--- src/rtl/codificador_hamming_tx.sv ---
// ---------------------------------------------------------------------------
// codificador_hamming_tx
//
// Transmit side of the SECDED Hamming(8,4) serial link. When a start request
// is accepted while idle, the 4-bit nibble is encoded into an 8-bit codeword
// whose layout matches the receive-side corrector. An optional error mask is
// XORed in, and the result is shifted out as a UART-style frame:
// one start bit (0), eight data bits LSB first, and one stop bit (1).
// Each serial bit is held for DIV_BIT clock cycles.
//
// Codeword layout (w[7:0]):
//   w[7]=d3  w[6]=d2  w[5]=d1  w[3]=d0
//   w[1]=d0^d1^d3  w[2]=d0^d2^d3  w[4]=d1^d2^d3
//   w[0]=^w[7:1]   (even parity over the whole word)
//
// Parameters:
//   DIV_BIT             clock cycles per serial bit (>= 1)
//
// Ports:
//   reloj               system clock, all state updates on the rising edge
//   rst_n               asynchronous active-low reset
//   dato[3:0]           data nibble, sampled only when a request is accepted
//   enviar              start request, level-sampled, accepted only when idle
//   mascara_error[7:0]  error-injection mask XORed into the codeword
//   palabra_codificada  registered transmitted word, held until next accept
//   tx_serie            serial line, idle high
//   ocupado             high from acceptance through the last stop-bit cycle
//   listo               one-cycle pulse in the first idle cycle after a frame
// ---------------------------------------------------------------------------
module codificador_hamming_tx #(
    parameter int DIV_BIT = 4
) (
    input  logic       reloj,
    input  logic       rst_n,
    input  logic [3:0] dato,
    input  logic       enviar,
    input  logic [7:0] mascara_error,
    output logic [7:0] palabra_codificada,
    output logic       tx_serie,
    output logic       ocupado,
    output logic       listo
);

    // $clog2(1) is zero, so the counter keeps at least one bit for DIV_BIT=1.
    localparam int CW = (DIV_BIT > 1) ? $clog2(DIV_BIT) : 1;
    localparam logic [CW-1:0] CNT_MAX = CW'(DIV_BIT - 1);

    typedef enum logic [1:0] {
        REPOSO,
        INICIO,
        DATOS,
        PARADA
    } estado_t;

    estado_t        estado_q, estado_d;
    logic [CW-1:0]  cnt_q, cnt_d;
    logic [2:0]     bit_q, bit_d;
    logic [7:0]     shift_q, shift_d;
    logic [7:0]     palabra_q, palabra_d;
    logic           tx_q, tx_d;
    logic           ocupado_q, ocupado_d;
    logic           listo_q, listo_d;

    logic [7:0]     codigo;
    logic           fin_bit;

    // Hamming(8,4) encoder. The overall parity bit is built from the
    // already-computed upper seven bits so the full word has even parity.
    always_comb begin
        codigo    = 8'h00;
        codigo[3] = dato[0];
        codigo[5] = dato[1];
        codigo[6] = dato[2];
        codigo[7] = dato[3];
        codigo[1] = dato[0] ^ dato[1] ^ dato[3];
        codigo[2] = dato[0] ^ dato[2] ^ dato[3];
        codigo[4] = dato[1] ^ dato[2] ^ dato[3];
        codigo[0] = ^codigo[7:1];
    end

    assign fin_bit = (cnt_q == CNT_MAX);

    // Next-state logic. Outputs are derived from the next state so that
    // they can be registered and still change on the same edge as the state:
    // the start bit appears on the acceptance edge and listo rises on the
    // edge that returns to REPOSO.
    always_comb begin
        estado_d  = estado_q;
        cnt_d     = cnt_q;
        bit_d     = bit_q;
        shift_d   = shift_q;
        palabra_d = palabra_q;
        listo_d   = 1'b0;

        unique case (estado_q)
            REPOSO: begin
                if (enviar) begin
                    palabra_d = codigo ^ mascara_error;
                    shift_d   = codigo ^ mascara_error;
                    cnt_d     = '0;
                    bit_d     = 3'd0;
                    estado_d  = INICIO;
                end
            end

            INICIO: begin
                if (fin_bit) begin
                    cnt_d    = '0;
                    estado_d = DATOS;
                end else begin
                    cnt_d = cnt_q + 1'b1;
                end
            end

            DATOS: begin
                if (fin_bit) begin
                    cnt_d   = '0;
                    shift_d = {1'b0, shift_q[7:1]};
                    if (bit_q == 3'd7) begin
                        bit_d    = 3'd0;
                        estado_d = PARADA;
                    end else begin
                        bit_d = bit_q + 3'd1;
                    end
                end else begin
                    cnt_d = cnt_q + 1'b1;
                end
            end

            PARADA: begin
                if (fin_bit) begin
                    cnt_d    = '0;
                    listo_d  = 1'b1;
                    estado_d = REPOSO;
                end else begin
                    cnt_d = cnt_q + 1'b1;
                end
            end

            default: begin
                estado_d = REPOSO;
                cnt_d    = '0;
                bit_d    = 3'd0;
            end
        endcase
    end

    // Serial line and busy flag for the upcoming cycle. In DATOS the line
    // follows the LSB of the shift register as it will be after this edge,
    // so the first data bit is emitted on the edge that leaves INICIO.
    always_comb begin
        tx_d      = 1'b1;
        ocupado_d = (estado_d != REPOSO);
        unique case (estado_d)
            REPOSO:  tx_d = 1'b1;
            INICIO:  tx_d = 1'b0;
            DATOS:   tx_d = shift_d[0];
            PARADA:  tx_d = 1'b1;
            default: tx_d = 1'b1;
        endcase
    end

    // State and output registers. An asynchronous reset abandons any frame
    // in progress and forces the line idle right away.
    always_ff @(posedge reloj or negedge rst_n) begin
        if (!rst_n) begin
            estado_q  <= REPOSO;
            cnt_q     <= '0;
            bit_q     <= 3'd0;
            shift_q   <= 8'h00;
            palabra_q <= 8'h00;
            tx_q      <= 1'b1;
            ocupado_q <= 1'b0;
            listo_q   <= 1'b0;
        end else begin
            estado_q  <= estado_d;
            cnt_q     <= cnt_d;
            bit_q     <= bit_d;
            shift_q   <= shift_d;
            palabra_q <= palabra_d;
            tx_q      <= tx_d;
            ocupado_q <= ocupado_d;
            listo_q   <= listo_d;
        end
    end

    assign palabra_codificada = palabra_q;
    assign tx_serie           = tx_q;
    assign ocupado            = ocupado_q;
    assign listo              = listo_q;

endmodule
--- config.mk ---
export PLATFORM = sky130hd
export DESIGN_NAME = codificador_hamming_tx
export DESIGN_NICKNAME = d
export VERILOG_FILES = /design/src/rtl/codificador_hamming_tx.sv
export SDC_FILE = /design/constraint.sdc
export NUM_CORES = 1
export LEC_CHECK = 0
export CAP_MARGIN = 20
export CORE_MARGIN = 2
export CORE_UTILIZATION = 54
export DETAILED_ROUTE_END_ITERATION = 10
export GPL_ROUTABILITY_DRIVEN = 0
export HOLD_SLACK_MARGIN = 0.08
export PLACE_DENSITY = 0.93
export SETUP_SLACK_MARGIN = 0.5
export SLEW_MARGIN = 10
export SYNTH_ARGS = -nofsm -noshare
export SYNTH_HDL_FRONTEND = slang
export SYNTH_SLANG_ARGS = --single-unit
--- constraint.sdc ---
create_clock -name reloj -period 4.1 [get_ports reloj]
set_input_delay 0.82 -clock reloj [delete_from_list [all_inputs] [get_ports reloj]]
set_output_delay 0.82 -clock reloj [all_outputs]
set_load 0.05 [all_outputs]
==> summary.md <==
| Metric | Value |
|---|---|
| Status | completed |
| Worst-Skew Late Latency | about 0.32 ns |
| Filler cell count | between 150 and 200 |
| Inserted Clock Buffers | 3 |
| CP max FO | 7 |
| TritonRoute pass-1 iters | 4 |
| Final min period | ~2.5 ns |
| Crit path capture type | flip-flop |
| Largest net degree at the start of global routing | 27 |
| Reg area | 652 sq um |
| Setup TNS Final | 0 ns |
| Mapped Area | 1310 sq um |
| Layout cells sized above 1 | 10.1% |
| Port Buf Inserts | 25 |
| NumNets Final | 160 |
| Chip height | 53.3 um |
| Maximum clock rate | 394 MHz |
| Syn nets | about 130 |
| Kind of critical path | in2reg |
| Max Buffers Root-to-Sink | 2 |
| #FFs+latches synth | 26 |
| Worst-Margin Slew | 0.564 ns |
| Setup repair after global routing missed its margin | no |
| Clock Skew | 0.00811 ns |
| CP startpoint kind | input port |
| Antenna violations before repair | 0 |
| Yosys top cell area share | 47.6% |
| CP arrival | 2.78 ns |
| Synth warn | 0 |
| WL final | roughly 2300 um |
| GRT Util Overall | 19.9% |
| Synth area leaders | dfrtp_1 (48%), xnor2_1 (7.3%), ha_1 (5.7%), a221o_1 (4.6%), a21o_1 (4.6%) |
| Post-DRT Antenna Nets | 0 |
| DR iter-0 viols | 17 |
| Number of vias per cell | ~5.5 |
| DIE AREA | 2840 sq um |
| Die width | 53.3 um |
| Reg clk slew, reported paths | around 0.14 ns |
| Routed len/inst | 14.1 um |
| Final setup fails | 0 |
| Cts hold-fix bufs | 0 |
| Core footprint | 2250 sq um |
| Antenna Cells | 0 |
| Synth cell types | 31 |
| Max-cap violations | 0 |
| Worst Path Required | approximately 4.3 ns |
| First-pass GRT wire length | ~4100 um |
| Fin. max-slew vios | 0 |
| Global route overflow | 0 |
| DRC Markers | 0 |
| P_leak | 0.732 nW |
| Multi-input gate area | a little over 600 sq um |
| Starting density of the core | 58.3% |
| # rows | 17 |
| Tot Pwr | 0.00126 W |
| CTS Sinks | 26 |
| Worst slew margin | between 60% and 70% |
| Register area share after synthesis | 49.6% |
| Resize count post-CTS | 0 |
| Final Hold Fails | 0 |
| Worst Hold Class | in2async |
| Synth-to-Final Area Change | 21.4% |
| Post-synth top area cell | dfrtp_1 |
| Syn Area/Cell | between 10 and 15 sq um |
| Via count | 920 |
| Post-CTS setup buffer count | 0 |
| Cells after Synth | 113 |
| CTS H-tree depth | 1 |
| VDD IR max | around 0.5 mV |
| Final worst path period share | 61.9% |
| Final std cells w/o fill | 166 |
| HPWL Detailed | between 1500 and 2000 um |
| PD cells | between 700 and 800 nW/um^2 |
| Boundary pin count | 26 |
| Placed Cells | 162 |
| Vias in the first global route | 957 |
| Root buffer cell | clkbuf_4 |
| CTS tree | yes |
-- registers in the layout (all words and copies together), names as in the netlist --
register and count:
cnt_q 2, ocupado 1, palabra_codificada 8, bit_q 3, estado_q 2, tx_serie 1, shift_q 8, listo 1
-- where the power goes --
group	total, W	internal [W]	switching, W
sequential	0.000476	0.000381	0.0000954
clock	0.000128	0.0000543	0.0000740
combinational	0.000655	0.000278	0.000377
total	0.00126	0.000713	0.000547
-- routing by layer --
layer,vias to the layer above,track usage (%),part of all wire (%)
met5,-,0,0
met3,6,3.11,4.0
met1,444,25.2,44
met4,0,8.55,2.0
met2,24,33.3,49
li1,446,-,-
-- kinds of logic (layout without fill, tap and decap cells) --
group                      after synthesis  after routing  share of synthesized area, %
xor gates and xnor gates                14             14                          9.33
DFF                                     26             26                          49.6
adders and majority gates                6              6                          5.71
buffers and inverters                   10             35                          4.38
and+or+nand+nor                         28             28                          12.1
AOI/OAI and AO/OA                       29             29                          18.9
-- stage by stage --
step / cell area [sq um] / setup slack (ns) / utilization (%) / hold WS, ns
after floorplan: 1310 / 2.11 / - / 0.450
after global placement: 1560 / 1.40 / 69.4 / 0.461
after detailed placement: 1560 / 1.23 / 69.4 / 0.465
after CTS: 1600 / 1.58 / 71.0 / 0.495
after global routing: 1600 / 1.52 / 70.8 / 0.493
final: 1600 / 1.56 / 70.8 / 0.464
-- worst max-delay path: stages --
cell             delay (ns)
clkdlybuf4s50_1        0.58
nor2b_1                0.22
o31ai_1                0.42
inv_1                  0.13
ha_1                   0.24
nand2b_1               0.16
o32ai_2                0.22
-- synth_stat cells --
master / count
buf_4: 1
and3_1: 2
nor2_4: 1
buf_6: 2
nor2b_1: 1
nand2_1: 5
nor3b_1: 1
a22o_1: 4
a21o_1: 8
o22ai_1: 1
xor2_1: 3
a221o_1: 6
inv_1: 6
a21oi_4: 1
buf_2: 1
and2_4: 1
nor2_2: 1
nand2b_1: 3
dfrtp_1: 25
o21bai_2: 1
a21oi_1: 1
xnor2_1: 11
nor2b_2: 1
nand2_4: 1
o32ai_2: 1
ha_1: 6
dfstp_2: 1
nand3b_1: 2
o21ai_0: 3
nor2_1: 9
o31ai_1: 3
-- final cells by class --
cell class                      count  share of cell area (%)
Sequential cell                    26                    40.9
Multi-Input combinational cell     77                    37.9
Timing Repair Buffer               25                    15.4
Clock buffer                        4                    2.27
Tap cell                           28                    2.20
Inverter                            6                    1.41
-- placed cells by master (no fill, tap or decap) --
cell             count
a22o_1               4
dfrtp_1             25
nand3b_1             2
a221o_1              6
o22ai_1              1
nand2_4              1
o32ai_2              1
buf_2                1
clkbuf_4             3
o21ai_0              3
nor2b_2              1
clkbuf_8             1
a21oi_4              1
clkdlybuf4s50_1     24
nor2b_1              1
nor3b_1              1
o21bai_2             1
nor2_2               1
and2_4               1
nand2b_1             3
and3_1               2
nor2_1               9
dfstp_2              1
nand2_1              5
a21oi_1              1
ha_1                 6
nor2_4               1
inv_1                6
a21o_1               8
o31ai_1              3
xnor2_1             11
xor2_1               3
-- path summary, 6_finish.rpt --
kind	from	endpoint	slack, ns	cells past startpoint
min in group reloj	palabra_codificada[5]$_DFFE_PN0P_	palabra_codificada[5]$_DFFE_PN0P_	0.49	1
worst min register to register	palabra_codificada[5]$_DFFE_PN0P_	palabra_codificada[5]$_DFFE_PN0P_	0.49	1
worst min-delay path	rst_n	palabra_codificada[0]$_DFFE_PN0P_	0.46	1
worst max register to register	bit_q[0]$_DFFE_PN0P_	tx_serie$_DFF_PN1_	1.83	8
max in group asynchronous	rst_n	shift_q[3]$_DFFE_PN0P_	3.26	1
worst max-delay path	enviar	tx_serie$_DFF_PN1_	1.56	7
No activity file was read; power rests on OpenSTA's default activity.
==> RTL edit (config.mk and constraints unchanged) <==
Register the output `tx_serie` once more, with the module's reset; this adds one clock of latency there. The other outputs are not delayed to match.
--- a/src/rtl/codificador_hamming_tx.sv
+++ b/src/rtl/codificador_hamming_tx.sv
@@ -185,7 +185,13 @@
     end
 
     assign palabra_codificada = palabra_q;
-    assign tx_serie           = tx_q;
+    always_ff @(posedge reloj or negedge rst_n) begin
+        if (!rst_n) begin
+            tx_serie <= '0;
+        end else begin
+            tx_serie <= tx_q;
+        end
+    end
     assign ocupado            = ocupado_q;
     assign listo              = listo_q;
 
Function: changed (Yosys sat finds a counterexample within 4 cycles, from zero or initial values and one cycle with rst_n low).
==> RTL edit against the unedited design <==
Via count increased by 0.98%; cell area increased by 2.4%; critical endpoint is now tx_q$_DFF_PN1_; total power about the same; worst hold slack got worse by 0.062 ns; synthesized cell count increased by 0.88%; register-to-register slack improved by 0.02 ns; sequential cell count increased by 1; synthesized area increased by 1.9%; setup slack improved by 0.031 ns; count of clock-buffer cells in the layout unchanged; combinational power decreased by 1%; largest power group unchanged; fmax increased by 1.2%; highest routed layer unchanged; non-clock buffer count increased by 1; routed wire length increased by 2.9%.
==> RTL edit: results (changes against the unedited design) <==
status complete, no violations (unchanged); Post-Syn Nets 135 (was 134); minimum hold slack 0.401 ns (was 0.464 ns); bufs w/o clock 26 (was 25); Met2 Wirelength 1200 µm (was 1160 µm); vias in the first global route 979 (was 957); met2 Use GR 34.6% (was 33.3%); GR Util met1 25.5% (was 25.2%); M3 GR Usage 3.06% (was 3.11%); Top delay family on crit path buffers and inverters (unchanged); M1 wire length 1060 µm (was 1040 µm); post-synthesis sequential area ratio 50.6% (was 49.6%); Leakage Power 0.746 nW (was 0.732 nW); drt wl/cell 14.2 µm (was 14.1 µm); GRT Resource Usage Total 20.0% (was 19.9%); total number of vias 929 (was 920); Synth top cells by count dfrtp_1, xnor2_1, nor2_1 (unchanged); fraction of area in multi-input gates 37.0% (was 37.9%); first-pass GRT wire length 4200 µm (was 4050 µm); CP Data Arrival Time 2.74 ns (was 2.78 ns); metal3 WL 115 µm (was 94 µm); Synth area leaders dfrtp_1, xnor2_1, ha_1 (unchanged); Clock-cell share 1.61% (was 2.27%); pin count of the biggest net entering global routing 16 (was 27); post-DP HPWL 1900 µm (was 1820 µm); layout filler cell count 196 (was 161); reg2reg setup slack 1.85 ns (was 1.83 ns); post-place instance area 0.00161 mm² (was 0.00156 mm²); Max IR drop VDD 0.000545 V (was 0.000498 V); final net count 162 (was 160); Worst Hold Class reg -> reg (was in -> async); fraction of area in registers 41.5% (was 40.9%); initial DRC count 15 (was 17); Signal buf overhead 16.2% (was 15.4%); Worst Tran Pin Value 0.581 ns (was 0.564 ns); flops & latches, synth 27 (was 26); RR Endpoint tx_q$_DFF_PN1_ (was tx_serie$_DFF_PN1_); worst clock skew 0.00724 ns (was 0.00811 ns); die footprint 0.00289 mm² (was 0.00284 mm²)
[RTL edit: report_power, final]
part	switching (mW)	leakage (nW)	internal (mW)
Clock	0.0748	0.0150	0.0380
Combinational	0.369	0.405	0.278
Sequential	0.104	0.326	0.395
[RTL edit: kinds of logic (layout without fill, tap and decap cells)]
family,after synthesis,after routing,synth area share [%]
AND/OR/NAND/NOR,28,28,11.9
flip-flops,27,27,50.6
buffers and inverters,10,36,4.30
XOR/XNOR,14,14,9.16
adder cells (fa/ha/maj),6,6,5.61
AO/OA/AOI/OAI,29,29,18.5
[RTL edit: through the flow]
| stage | setup WS (ns) | util, % | std cells | power (mW) |
|---|---|---|---|---|
| 2_1_floorplan | 2.11 | - | 114 | 0.970 |
| 3_3_place_gp | 1.39 | 66.0 | 165 | 1.12 |
| 4_1_cts | 1.60 | 67.8 | 170 | 1.27 |
| 5_1_grt | 1.50 | 67.8 | 170 | 1.35 |
| 3_5_place_dp | 1.27 | 66.7 | 166 | 1.15 |
| 6_report | 1.59 | 67.8 | 170 | 1.26 |
